==> src/rtl/spatz_tcdm_rsp_adapter.sv <==
// rtl/spatz_tcdm_rsp_adapter.sv - decoupled TCDM port to fixed-latency shim adapter with credit-gated response buffer
module spatz_tcdm_rsp_adapter #(
    parameter int unsigned AddrMemWidth = 32,
    parameter int unsigned DataWidth    = 64,
    parameter int unsigned CoreIDWidth  = 1,
    parameter int unsigned RspDepth     = 2,
    parameter int unsigned StrbWidth    = DataWidth / 8
) (
    input  logic                    clk_i,
    input  logic                    rst_ni,
    input  logic                    req_valid_i,
    output logic                    req_ready_o,
    input  logic [AddrMemWidth-1:0] req_addr_i,
    input  logic [3:0]              req_amo_i,
    input  logic                    req_write_i,
    input  logic [DataWidth-1:0]    req_wdata_i,
    input  logic [StrbWidth-1:0]    req_wstrb_i,
    input  logic [CoreIDWidth-1:0]  req_core_id_i,
    input  logic                    req_is_core_i,
    input  logic                    req_dma_i,
    output logic                    rsp_valid_o,
    input  logic                    rsp_ready_i,
    output logic [DataWidth-1:0]    rsp_rdata_o,
    output logic                    rsp_write_o,
    output logic                    shim_valid_o,
    input  logic                    shim_ready_i,
    output logic                    shim_dma_o,
    output logic [AddrMemWidth-1:0] shim_addr_o,
    output logic [3:0]              shim_amo_o,
    output logic                    shim_write_o,
    output logic [DataWidth-1:0]    shim_wdata_o,
    output logic [StrbWidth-1:0]    shim_wstrb_o,
    output logic [CoreIDWidth-1:0]  shim_core_id_o,
    output logic                    shim_is_core_o,
    input  logic [DataWidth-1:0]    shim_rdata_i
);

    localparam int unsigned CntWidth = $clog2(RspDepth + 1);
    localparam int unsigned PtrWidth = $clog2(RspDepth);
    localparam logic [CntWidth:0]   DepthW  = (CntWidth + 1)'(RspDepth);
    localparam logic [CntWidth-1:0] FullCnt = CntWidth'(RspDepth);
    localparam logic [PtrWidth-1:0] LastPtr = PtrWidth'(RspDepth - 1);

    if (RspDepth < 2 || !(DataWidth == 32 || DataWidth == 64) || StrbWidth != DataWidth / 8) begin : g_param_check
        $error("spatz_tcdm_rsp_adapter: illegal parameterisation");
    end

    logic [DataWidth-1:0] buf_data_q [RspDepth];
    logic [RspDepth-1:0]  buf_wr_q;
    logic [PtrWidth-1:0]  head_q, head_d, tail_q, tail_d;
    logic [CntWidth-1:0]  count_q, count_d;
    logic                 inflight_q, inflight_wr_q;
    logic [CntWidth:0]    outstanding;
    logic                 credit_ok, fire, buf_empty, push, pop, pop_buf;

    function automatic logic [PtrWidth-1:0] next_ptr(input logic [PtrWidth-1:0] p);
        return (p == LastPtr) ? '0 : p + 1'b1;
    endfunction

    // Credits count buffered beats plus the beat still on its way from the shim.
    assign outstanding = {1'b0, count_q} + {{CntWidth{1'b0}}, inflight_q};
    assign credit_ok   = outstanding < DepthW;

    assign req_ready_o    = shim_ready_i & credit_ok;
    assign shim_valid_o   = req_valid_i & credit_ok;
    assign fire           = req_valid_i & req_ready_o;
    assign shim_dma_o     = req_dma_i;
    assign shim_addr_o    = req_addr_i;
    assign shim_amo_o     = req_amo_i;
    assign shim_write_o   = req_write_i;
    assign shim_wdata_o   = req_wdata_i;
    assign shim_wstrb_o   = req_wstrb_i;
    assign shim_core_id_o = req_core_id_i;
    assign shim_is_core_o = req_is_core_i;

    assign buf_empty   = (count_q == '0);
    assign rsp_valid_o = ~buf_empty | inflight_q;
    assign pop         = rsp_valid_o & rsp_ready_i;
    assign pop_buf     = pop & ~buf_empty;
    // A fresh beat goes into the buffer unless it can bypass straight out.
    assign push        = inflight_q & (~buf_empty | ~rsp_ready_i);

    always_comb begin
        rsp_rdata_o = '0;
        rsp_write_o = 1'b0;
        if (!buf_empty) begin
            rsp_rdata_o = buf_data_q[head_q];
            rsp_write_o = buf_wr_q[head_q];
        end else if (inflight_q) begin
            rsp_rdata_o = shim_rdata_i;
            rsp_write_o = inflight_wr_q;
        end
    end

    always_comb begin
        head_d  = pop_buf ? next_ptr(head_q) : head_q;
        tail_d  = push ? next_ptr(tail_q) : tail_q;
        count_d = count_q;
        case ({push, pop_buf})
            2'b10:   count_d = count_q + 1'b1;
            2'b01:   count_d = count_q - 1'b1;
            default: count_d = count_q;
        endcase
    end

    always_ff @(posedge clk_i) begin
        if (!rst_ni) begin
            head_q        <= '0;
            tail_q        <= '0;
            count_q       <= '0;
            inflight_q    <= 1'b0;
            inflight_wr_q <= 1'b0;
        end else begin
            head_q     <= head_d;
            tail_q     <= tail_d;
            count_q    <= count_d;
            inflight_q <= fire;
            if (fire) begin
                inflight_wr_q <= req_write_i;
            end
        end
    end

    always_ff @(posedge clk_i) begin
        if (push) begin
            buf_data_q[tail_q] <= shim_rdata_i;
            buf_wr_q[tail_q]   <= inflight_wr_q;
        end
    end

    a_no_push_full : assert property (@(posedge clk_i) disable iff (!rst_ni)
        !(push && count_q == FullCnt));
    a_no_pop_empty : assert property (@(posedge clk_i) disable iff (!rst_ni)
        !(pop_buf && buf_empty) && !(pop && !rsp_valid_o));

endmodule

==> config.mk <==
export PLATFORM = sky130hd
export DESIGN_NAME = spatz_tcdm_rsp_adapter
export DESIGN_NICKNAME = d
export VERILOG_FILES = /design/src/rtl/spatz_tcdm_rsp_adapter.sv
export SDC_FILE = /design/constraint.sdc
export NUM_CORES = 1
export LEC_CHECK = 0
export CORE_MARGIN = 10
export CORE_UTILIZATION = 42
export CTS_CLUSTER_DIAMETER = 40
export DETAILED_ROUTE_END_ITERATION = 8
export PLACE_DENSITY = 0.86
export SYNTH_ARGS = -nofsm -noshare
export SYNTH_HDL_FRONTEND = slang
export SYNTH_SLANG_ARGS = --single-unit
export TNS_END_PERCENT = 20
==> constraint.sdc <==
create_clock -name clk_i -period 6.2 [get_ports clk_i]
set_input_delay 0.93 -clock clk_i [delete_from_list [all_inputs] [get_ports clk_i]]
set_output_delay 0.93 -clock clk_i [all_outputs]
set_load 0.02 [all_outputs]
### After elaboration in Yosys (flattened, before gate mapping)

Memory sizes are Yosys's and may differ from the RTL's. A register that Yosys moved wholly into a read port is not among the register bits.
Cells that the tools add are included.

* $add $sub $neg: 5
* $lt $le $gt $ge: 4
* eq/ne operators: 2
* muxes and demuxes: 16
* bitwise logic cells: 10
* reduce and logical (&&, ||, !) cells: 3

Operators with widths (number)
* 64-bit 2-to-1 mux: 2
* 1-bit 2-to-1 mux: 11
* 1-bit bitwise AND: 6
* 1-bit by 2-bit < comparator with 1-bit output, second input constant: 2
* 2-bit case mux with 2 select lines: 1
* 2-bit by 1-bit adder with 3-bit output: 1
* 3-bit by 2-bit < comparator with 1-bit output, second input constant: 1
* 1-bit adder, second input constant: 2
* 2-bit by 1-bit adder with 2-bit output, second input constant: 1
* 2-bit bitwise mux: 1
* 2-bit by 1-bit == test with 1-bit output, second input constant: 1
* 2-bit == test, second input constant: 1
* 2-bit zero test: 1
* 1-bit NOT: 2
* 1-bit OR: 2
* 2-bit nonzero test: 1
* 2-bit by 1-bit subtractor with 2-bit output, second input constant: 1
* 1-bit demux with 1-bit select: 1
* 1-bit >= comparator, second input constant: 1
* 1-bit logical AND: 1

* flip-flop bits (word level): 8
* memory bits (writable): 128
* memories: 1

Memory list
* buf_data_q: depth 2, bits a word 64, read ports 1, clocked after Yosys merged registers in 1, wr ports 1, line 48 `logic [DataWidth-1:0] buf_data_q [RspDepth];`

### Logic depth before layout (Yosys ltp)

Gate-level depths: netlist of the first run.

* depth after elaboration: 7
* gate-level depth with buffers: 7
* mapped depth without buffers: 6

### Least setup slack after synthesis of the first run

OpenSTA, ideal clock, no wires.

* kind: in2reg
* from: in rsp_ready_i
* to: mem buf_data_q[0][0], enable pin
* data arrival time: 3.868 ns
* slack: 1.844 ns
* stages on the path: 2
* path buffers: 0
* cells stage by stage: a21bo_2 -> nor2_1

* word-level cells in the longest chain between the ends: 5

RTL lines
* start, declared: line 22 `input logic rsp_ready_i,`
* 1-bit NOT: line 81 `assign push = inflight_q & (~buf_empty | ~rsp_ready_i);`
* 1-bit OR: line 81
* 1-bit bitwise AND: line 81
* 1-bit 2-to-1 mux: line 125 `if (push) begin`
* 1-bit 2-to-1 mux (implied by the code): line 126 `buf_data_q[tail_q] <= shim_rdata_i;`
* end, declared: line 48

Every way passes these cells.

==> metrics.txt, run 1 <==
min Tclk post-route 3.614 ns; Adder-Cell Fraction of Synth Area 0.001917; CP Class reg2out; final slew viol count 0; cell taking the most area after synthesis edfxtp_1; routed vias 3797; final setup fails 0; final hold violations 0; fin nets 706; Yosys cell types 22; Synth Area in XOR/XNOR 0.004025; IO Pins 361; setup TNS 0 ns; Clock Path Buffers 2; Row Count 45; relative slew slack 0.2258; routability cong. 0.6986; wire length per cell 19.86 µm; footprint of the multi-input gates 1504 µm²; sequential cell fraction of total power 0.417; Worst Hold Class reg2reg; worst-margin pin slew 1.158 ns; grt total ovfl 0; CTS Buf Count 17; drt drc 0; Internal Pwr Total ~1.9 mW; first drt pass iteration count 4; Synthesis Warnings 0; most frequent cells in the layout clkdlybuf4s50_1 (138), edfxtp_1 (130), o21ai_0 (67), mux2i_1 (67), nand3_1 (65); Placed Area 7214 µm²; RSZ-0062 raised after global routing no; DRT Wirelength 14400 µm; TritonCTS clock tree done; CTS sink count 137; die span in y 144.7 µm; post-cts hold buffer count 0; sequential cell area 4049 µm²; dominant cells by area after synthesis edfxtp_1 (60%), buf_4 (14%), mux2i_1 (10%); PD cells 326.7 nW/µm²; Achievable Freq 276.7 MHz; Worst Skew approximately 0.0055 ns; Overall Global Routing Usage 0.1389; initial core utilization 0.4294; syn avg cell area 13.00 µm²; crit path capture type output pin; compound-cell area share of the yosys netlist 0.05405; most common cell after layout, fill and taps aside clkdlybuf4s50_1; Clk Latency, worst-skew pair 0.41 ns; CP Launch Type register; Critical Path RT 5.27 ns; mux share of post-synthesis cell area 0.1027; number of gates resized after cts 0; Setup Fix Bufs, Post-CTS 0; Inst Count DP just under 700; Max H-tree Level 4; max_cap viols 0; Sw Share 0.2520; Static Leak approximately 2.4 nW; vias in the first global route 4063; Clock Power Share 0.412; initial antenna violation count 0; largest family of logic cells by synthesized area buffers and inverters; DIE AREA ~21000 µm²; Seq cells post-synth 137; clock root cell clkbuf_16; post-DP HPWL 9933 µm; diodes inserted 0; clock slew at reported path FFs around 0.06 ns; first-pass GRT wire length 22040 µm; outcome completed; Peak VDD IR 0.0001971 V; Routed Antenna Nets 0; Die W 144.7 µm; share of cells above drive strength 1 0.07635; worst-path maximum fanout 64; mapped cell area ~6500 µm²; Syn Nets 684; Switch Pwr 0.6457 mW; Area growth syn-to-layout 20.13%; initial drt markers 160; Comb power frac 0.171; crit path DAT 2.68 ns; Reg2Reg Setup Slack 2.86 ns; sequential area share after synthesis 0.6195; core area 15200 µm²; FILL cells approximately 1300; Yosys top cell area share 0.5980; pin count of the biggest net entering global routing 72; port bufs about 140; Vias/cell 5.237; fin area 7841 µm²; Tcrit/Tclk final 0.5829; post-synthesis simple-gate area fraction 0.06421; Non-Filler Instances 725; synthesized instance count 502
==> cell type report <==
type / instances / share of cell area
Clock buffer: 18 / 0.05473
Sequential cell: 137 / 0.5164
Tap cell: 188 / 0.03000
Multi-Input combinational cell: 223 / 0.1918
Inverter: 2 / 0.0009574
Clock inverter: 14 / 0.02521
Timing Repair Buffer: 143 / 0.1809
==> cells in the mapped netlist <==
| cell | n |
|---|---|
| nor2_1 | 4 |
| mux2i_1 | 67 |
| clkbuf_1 | 5 |
| clkbuf_2 | 2 |
| buf_2 | 10 |
| edfxtp_1 | 130 |
| dfxtp_1 | 7 |
| buf_4 | 119 |
| and4b_1 | 1 |
| buf_6 | 1 |
| and3b_1 | 1 |
| nand2_1 | 6 |
| inv_1 | 2 |
| nand3_1 | 65 |
| or3_1 | 2 |
| o21ai_0 | 67 |
| xnor2_1 | 3 |
| and2_1 | 4 |
| ha_1 | 1 |
| a21boi_0 | 1 |
| a21bo_2 | 1 |
| buf_1 | 3 |
==> kinds of logic (layout without fill, tap and decap cells) <==
| logic type | Yosys count | in the layout |
|---|---|---|
| buffers and inverters | 142 | 177 |
| DFF | 137 | 137 |
| and+or+nand+nor | 83 | 83 |
| AOI/OAI and AO/OA | 69 | 69 |
| muxes | 67 | 67 |
| xor gates and xnor gates | 3 | 3 |
| adders and majority gates | 1 | 1 |
==> worst paths after layout <==
kind                                     from                end  cells after the start
worst max-delay path                 register    rsp_rdata_o[46]                      3
worst min-delay path            inflight_wr_q        buf_wr_q[0]                      0
worst max register to register     inflight_q  buf_data_q[0][11]                      4
worst min register to register  inflight_wr_q        buf_wr_q[0]                      0
==> through the flow <==
step	setup WS, ns	utilization	hold slack (ns)	total power [mW]
3_5_place_dp	2.728	0.4746	0.4908	1.533
6_report	2.586	0.5158	0.5057	2.562
4_1_cts	2.444	0.5158	0.5090	2.599
5_1_grt	2.432	0.5158	0.5330	2.671
3_3_place_gp	2.802	0.4746	0.4682	1.522
2_1_floorplan	1.844	-	0.4470	1.421
==> layer usage <==
layer,vias to the layer above,wire length [µm],track usage
li1,1773,-,-
met1,1792,5329,0.1455
met2,160,7141,0.2261
met3,72,1325,0.05965
met4,0,602,0.08723
met5,-,0,0
==> state kept, by name (all words and copies together) (netlist names), named ones only <==
signal         flops
buf_data_q       128
buf_wr_q           2
count_q            2
head_q             1
inflight_q         1
inflight_wr_q      1
tail_q             1
==> worst max-delay path, stage by stage, from the launching register on <==
cell and delay, ns:
dfxtp_4 1.07, mux2i_1 0.16, o21ai_0 0.31, clkdlybuf4s50_1 0.68
==> power groups by stage <==
stage          combinational, mW  sequential, mW  clock, mW
6_report                   0.437            1.07       1.06
3_5_place_dp               0.444            1.09          0
2_1_floorplan              0.361            1.06          0
3_3_place_gp               0.435            1.09          0
5_1_grt                    0.471            1.07       1.13
4_1_cts                    0.445            1.07       1.08
Note: power is estimated with default switching activity, not from simulation.
==> run 2, diff against run 1 <==
--- a/config.mk
+++ b/config.mk
@@ -6,10 +6,10 @@
 export NUM_CORES = 1
 export LEC_CHECK = 0
 export CORE_MARGIN = 10
-export CORE_UTILIZATION = 42
+export CORE_UTILIZATION = 39
 export CTS_CLUSTER_DIAMETER = 40
 export DETAILED_ROUTE_END_ITERATION = 8
-export PLACE_DENSITY = 0.86
+export PLACE_DENSITY = 0.81
 export SYNTH_ARGS = -nofsm -noshare
 export SYNTH_HDL_FRONTEND = slang
 export SYNTH_SLANG_ARGS = --single-unit
==> constraint.sdc (replaced) <==
create_clock -name clk_i -period 3.7 [get_ports clk_i]
set_input_delay 0.555 -clock clk_i [delete_from_list [all_inputs] [get_ports clk_i]]
set_output_delay 0.555 -clock clk_i [all_outputs]
set_load 0.02 [all_outputs]
==> metrics.txt, run 2 (synthesis results as in run 1) <==
Overall Global Routing Usage 0.1328; WHS Path Cells 2; Achievable Freq roughly 320 MHz; Critical Path RT approximately 3.1 ns; RSZ-0062 raised after global routing no; initial antenna violation count 0; routability cong. ~0.77; Peak VDD IR 0.0003221 V; Routed Antenna Nets 0; met2 WL 7364 µm; DRT Wirelength 15180 µm; most frequent cells in the layout clkdlybuf4s50_1 (138), edfxtp_1 (130), o21ai_0 (67), mux2i_1 (67), nand3_1 (65); Row Count 47; Static Leak 2.518 nW; Clock Path Buffers 2; initial core utilization 0.3964; diodes inserted 0; first drt pass iteration count 4; Max H-tree Level 4; Tot Pwr 4.485 mW; final slew viol count 0; post-DP HPWL 10400 µm; relative slew slack 0.4776; port bufs 138; fin nets a little over 700; pin count of the biggest net entering global routing 63; vias in the first global route 4190; post-cts hold buffer count 0; TritonCTS clock tree done; DIE AREA 22310 µm²; share of cells above drive strength 1 0.08487; biggest regs buf_data_q (128), buf_wr_q (2), count_q (2); wire length per cell between 15 and 20 µm; Worst Skew ~0.0048 ns; met3 routed WL 1644 µm; first-pass GRT wire length 22900 µm; CP Launch Type register; Setup Fix Bufs, Post-CTS 0; final hold violations 0; IO Pins 361; Tcrit/Tclk final 0.8340; drt drc 0; max FFs per register 128; routed vias 3876; worst r2r src inflight_q; Worst Hold Class reg2reg; number of gates resized after cts 0; CTS sink count 137; crit path capture type output pin; crit path DAT 2.53 ns; most common cell after layout, fill and taps aside clkdlybuf4s50_1; grt total ovfl 0; Max Used Layer met4; Vias/cell 5.087; CP Class reg2out; Reg2Reg Setup Slack 1.31 ns; PD cells between 500 and 600 nW/µm²; Area growth syn-to-layout 22.58%; worst-margin pin slew 0.7818 ns; hold path endpoint inflight_wr_q; min Tclk post-route 3.086 ns; max_cap viols 0; core area 16470 µm²; Die W 149.4 µm; final setup fails 0; WHS 0.4951 ns; Most flops, register buf_data_q; CTS Buf Count 17; R2R Path End buf_data_q[0][22]; outcome completed; M1 wire length 5733 µm; Clk Latency, worst-skew pair 0.41 ns; die span in y 149.4 µm; R2R cell count 3; Hold Crit Start inflight_wr_q; worst-path maximum fanout 34; initial drt markers 207; clock root cell clkbuf_16; clock slew at reported path FFs approximately 0.060 ns
## run 2: cell types whose count changed in the layout (fill, tap and decap cells not counted), sizes merged
cell	delta
clkinv	-1
buf	+6
clkbuf	-1
clkinvlp	-2
bufinv	+3
## run 2: critical path, cell delays in order, from the launching register on
cell and delay (ns):
dfxtp_4 0.71, buf_12 0.34, mux2i_1 0.12, o21ai_0 0.25, clkdlybuf4s50_1 0.68
## run 2: cell type report
type                    count  area [µm²]
clock buffers              17       425.4
clock inverters            14       251.5
fillers                  1405        8464
inverters                   2       7.507
multi-input cells         223        1504
flip-flops and latches    137        4049
well taps                 220       275.3
repair buffers            149        1489
## run 2: how the worst max path moves through the flow
stage               slack (ns)  cells past startpoint       start          endpoint
floorplan                -0.40                      4  count_q[0]  buf_data_q[0][0]
global placement          1.04                      4    register   rsp_rdata_o[17]
detailed placement        1.05                      4    register   rsp_rdata_o[17]
CTS                       0.57                      4    register   rsp_rdata_o[17]
global route              0.47                      4    register   rsp_rdata_o[28]
finish                    0.61                      4    register   rsp_rdata_o[17]
## run 2: power by group
part	switching (mW)	internal [mW]	leakage, nW
Combinational	0.415	0.355	0.960
Sequential	0.0396	1.73	1.23
Clock	0.621	1.32	0.324
## run 2: routing by layer
layer	global-route usage	vias up
met5	0	-
met4	0.05986	0
met3	0.07524	72
met2	0.2172	187
met1	0.1358	1837
li1	-	1780
## run 2: through the flow
step	setup TNS, ns	cell area [µm²]	instances	util	setup slack [ns]
6_report	0	8001	762	0.4859	0.6142
5_1_grt	0	8001	762	0.4859	0.4732
4_1_cts	0	8001	762	0.4859	0.5697
3_5_place_dp	0	7325	731	0.4448	1.045
3_3_place_gp	0	7325	731	0.4448	1.040
2_1_floorplan	-51.40	6528	502	-	-0.3954
==> run 3, diff against run 2 <==
==> constraint.sdc (replaced) <==
create_clock -name clk_i -period 3.2 [get_ports clk_i]
set_input_delay 0.48 -clock clk_i [delete_from_list [all_inputs] [get_ports clk_i]]
set_output_delay 0.48 -clock clk_i [all_outputs]
set_load 0.02 [all_outputs]
==> metrics.txt, run 3 (synthesis results as in run 1) <==
final hold violations 0; Sw Share 0.2476; CP Class reg2out; max FFs per register 128; outcome completed; min Tclk post-route approximately 2.9 ns; post-DP HPWL 10130 µm; Die W 149.4 µm; Worst Skew 0.006770 ns; Clock Power Share 0.415; Peak VDD IR between 0.0003 and 0.0004 V; final setup fails 0; wire length per cell 19.39 µm; Vias/cell 5.051; biggest regs buf_data_q (128), buf_wr_q (2), count_q (2); grt total ovfl 0; first-pass GRT wire length approximately 23000 µm; WHS 0.4900 ns; worst setup margin 0.3105 ns; number of gates resized after cts 0; Most flops, register buf_data_q; Tcrit/Tclk final 0.9030; diodes inserted 0; Comb power frac 0.178; worst-path maximum fanout 69; setup TNS 0 ns; Routed Antenna Nets 0; CTS Buf Count 17; Row Count 47; vias in the first global route 4205; Clock Path Buffers 2; initial drt markers 220; first drt pass iteration count 4; fin area 7966 µm²; TritonCTS clock tree done; core area between 15000 and 20000 µm²; CP Launch Type register; PD cells between 600 and 700 nW/µm²; initial antenna violation count 0; max_cap viols 0; crit path DAT 2.41 ns; drt drc 0; routed vias approximately 3800; final slew viol count 0; DIE AREA 22310 µm²; Critical Path RT 2.72 ns; pin count of the biggest net entering global routing 70; routability cong. 0.7556; most common cell after layout, fill and taps aside clkdlybuf4s50_1; clock root cell clkbuf_16; Static Leak 2.498 nW; sequential cell fraction of total power 0.407; share of cells above drive strength 1 0.08672; DRT Wirelength 14780 µm; CTS sink count between 100 and 150; initial core utilization 0.3964; clock slew at reported path FFs 0.05 ns; die span in y 149.4 µm; dpl ws 0.7421 ns; Max H-tree Level 4; crit path capture type output pin; Area growth syn-to-layout 22.04%; fin nets 711; Internal Pwr Total 3.771 mW; Clk Latency, worst-skew pair between 0.4 and 0.5 ns; Worst Hold Class reg2reg; worst-margin pin slew 0.6620 ns; Placed Area 7330 µm²; port bufs 138; post-cts hold buffer count 0; RSZ-0062 raised after global routing no; IO Pins 361; Overall Global Routing Usage 0.1313; most frequent cells in the layout clkdlybuf4s50_1 (138), edfxtp_1 (130), o21ai_0 (67), mux2i_1 (67), nand3_1 (65); Achievable Freq about 350 MHz; Switch Pwr 1.241 mW; Setup Fix Bufs, Post-CTS 0; relative slew slack 0.5587
==> run 3: changes by cell type in the layout (fill, tap and decap cells not counted) <==
cell,before,now
bufinv_16,7,4
clkinvlp_4,2,3
buf_4,9,7
clkbuf_8,0,3
clkinv_2,2,3
clkinv_1,2,1
buf_12,2,3
==> run 3: power by group through the flow <==
stage / Clock [mW] / Sequential (mW) / Combinational (mW)
6_report: 2.08 / 2.04 / 0.891
5_1_grt: 2.21 / 2.05 / 0.958
4_1_cts: 2.12 / 2.04 / 0.901
3_5_place_dp: 0 / 2.08 / 0.897
3_3_place_gp: 0 / 2.08 / 0.878
2_1_floorplan: 0 / 2.05 / 0.700
==> run 3: layout make-up <==
class	count	area [µm²]
sequential	137	4049
tap	220	275.3
clock buffer	20	466.7
timing repair buffer	148	1494
clock inverter	12	170.2
inverter	2	7.507
fill	1401	8499
multi-input combinational	223	1504
==> run 3: worst paths after layout <==
path | startpoint | end | slack [ns] | cells after the start
max | count_q[1] | rsp_rdata_o[34] | 0.31 | 5
min | inflight_wr_q | inflight_wr_q | 0.49 | 2
max reg2reg | count_q[1] | count_q[1] | 0.89 | 6
min reg2reg | inflight_wr_q | inflight_wr_q | 0.49 | 2
==> run 3: metal layers <==
metal	vias up	part of all wire	track usage	wire (µm)
met1	1817	0.38	0.1379	5676
li1	1785	-	-	-
met3	63	0.11	0.07221	1601
met5	-	0	0	0
met2	184	0.48	0.2066	7082
met4	0	0.028	0.07164	416
==> run 3: per-stage QoR <==
step	util	std cells	power (mW)
after floorplan	-	502	2.754
after global placement	0.4451	730	2.955
after detailed placement	0.4451	730	2.977
after CTS	0.4838	762	5.064
after global routing	0.4838	762	5.211
final	0.4838	762	5.012
==> run 3: worst max-delay path, stage by stage (launching register included) <==
cell and delay (ns):
dfxtp_1 0.38, nor2_4 0.15, buf_4 0.48, nand3_1 0.15, o21ai_0 0.12, clkdlybuf4s50_1 0.65
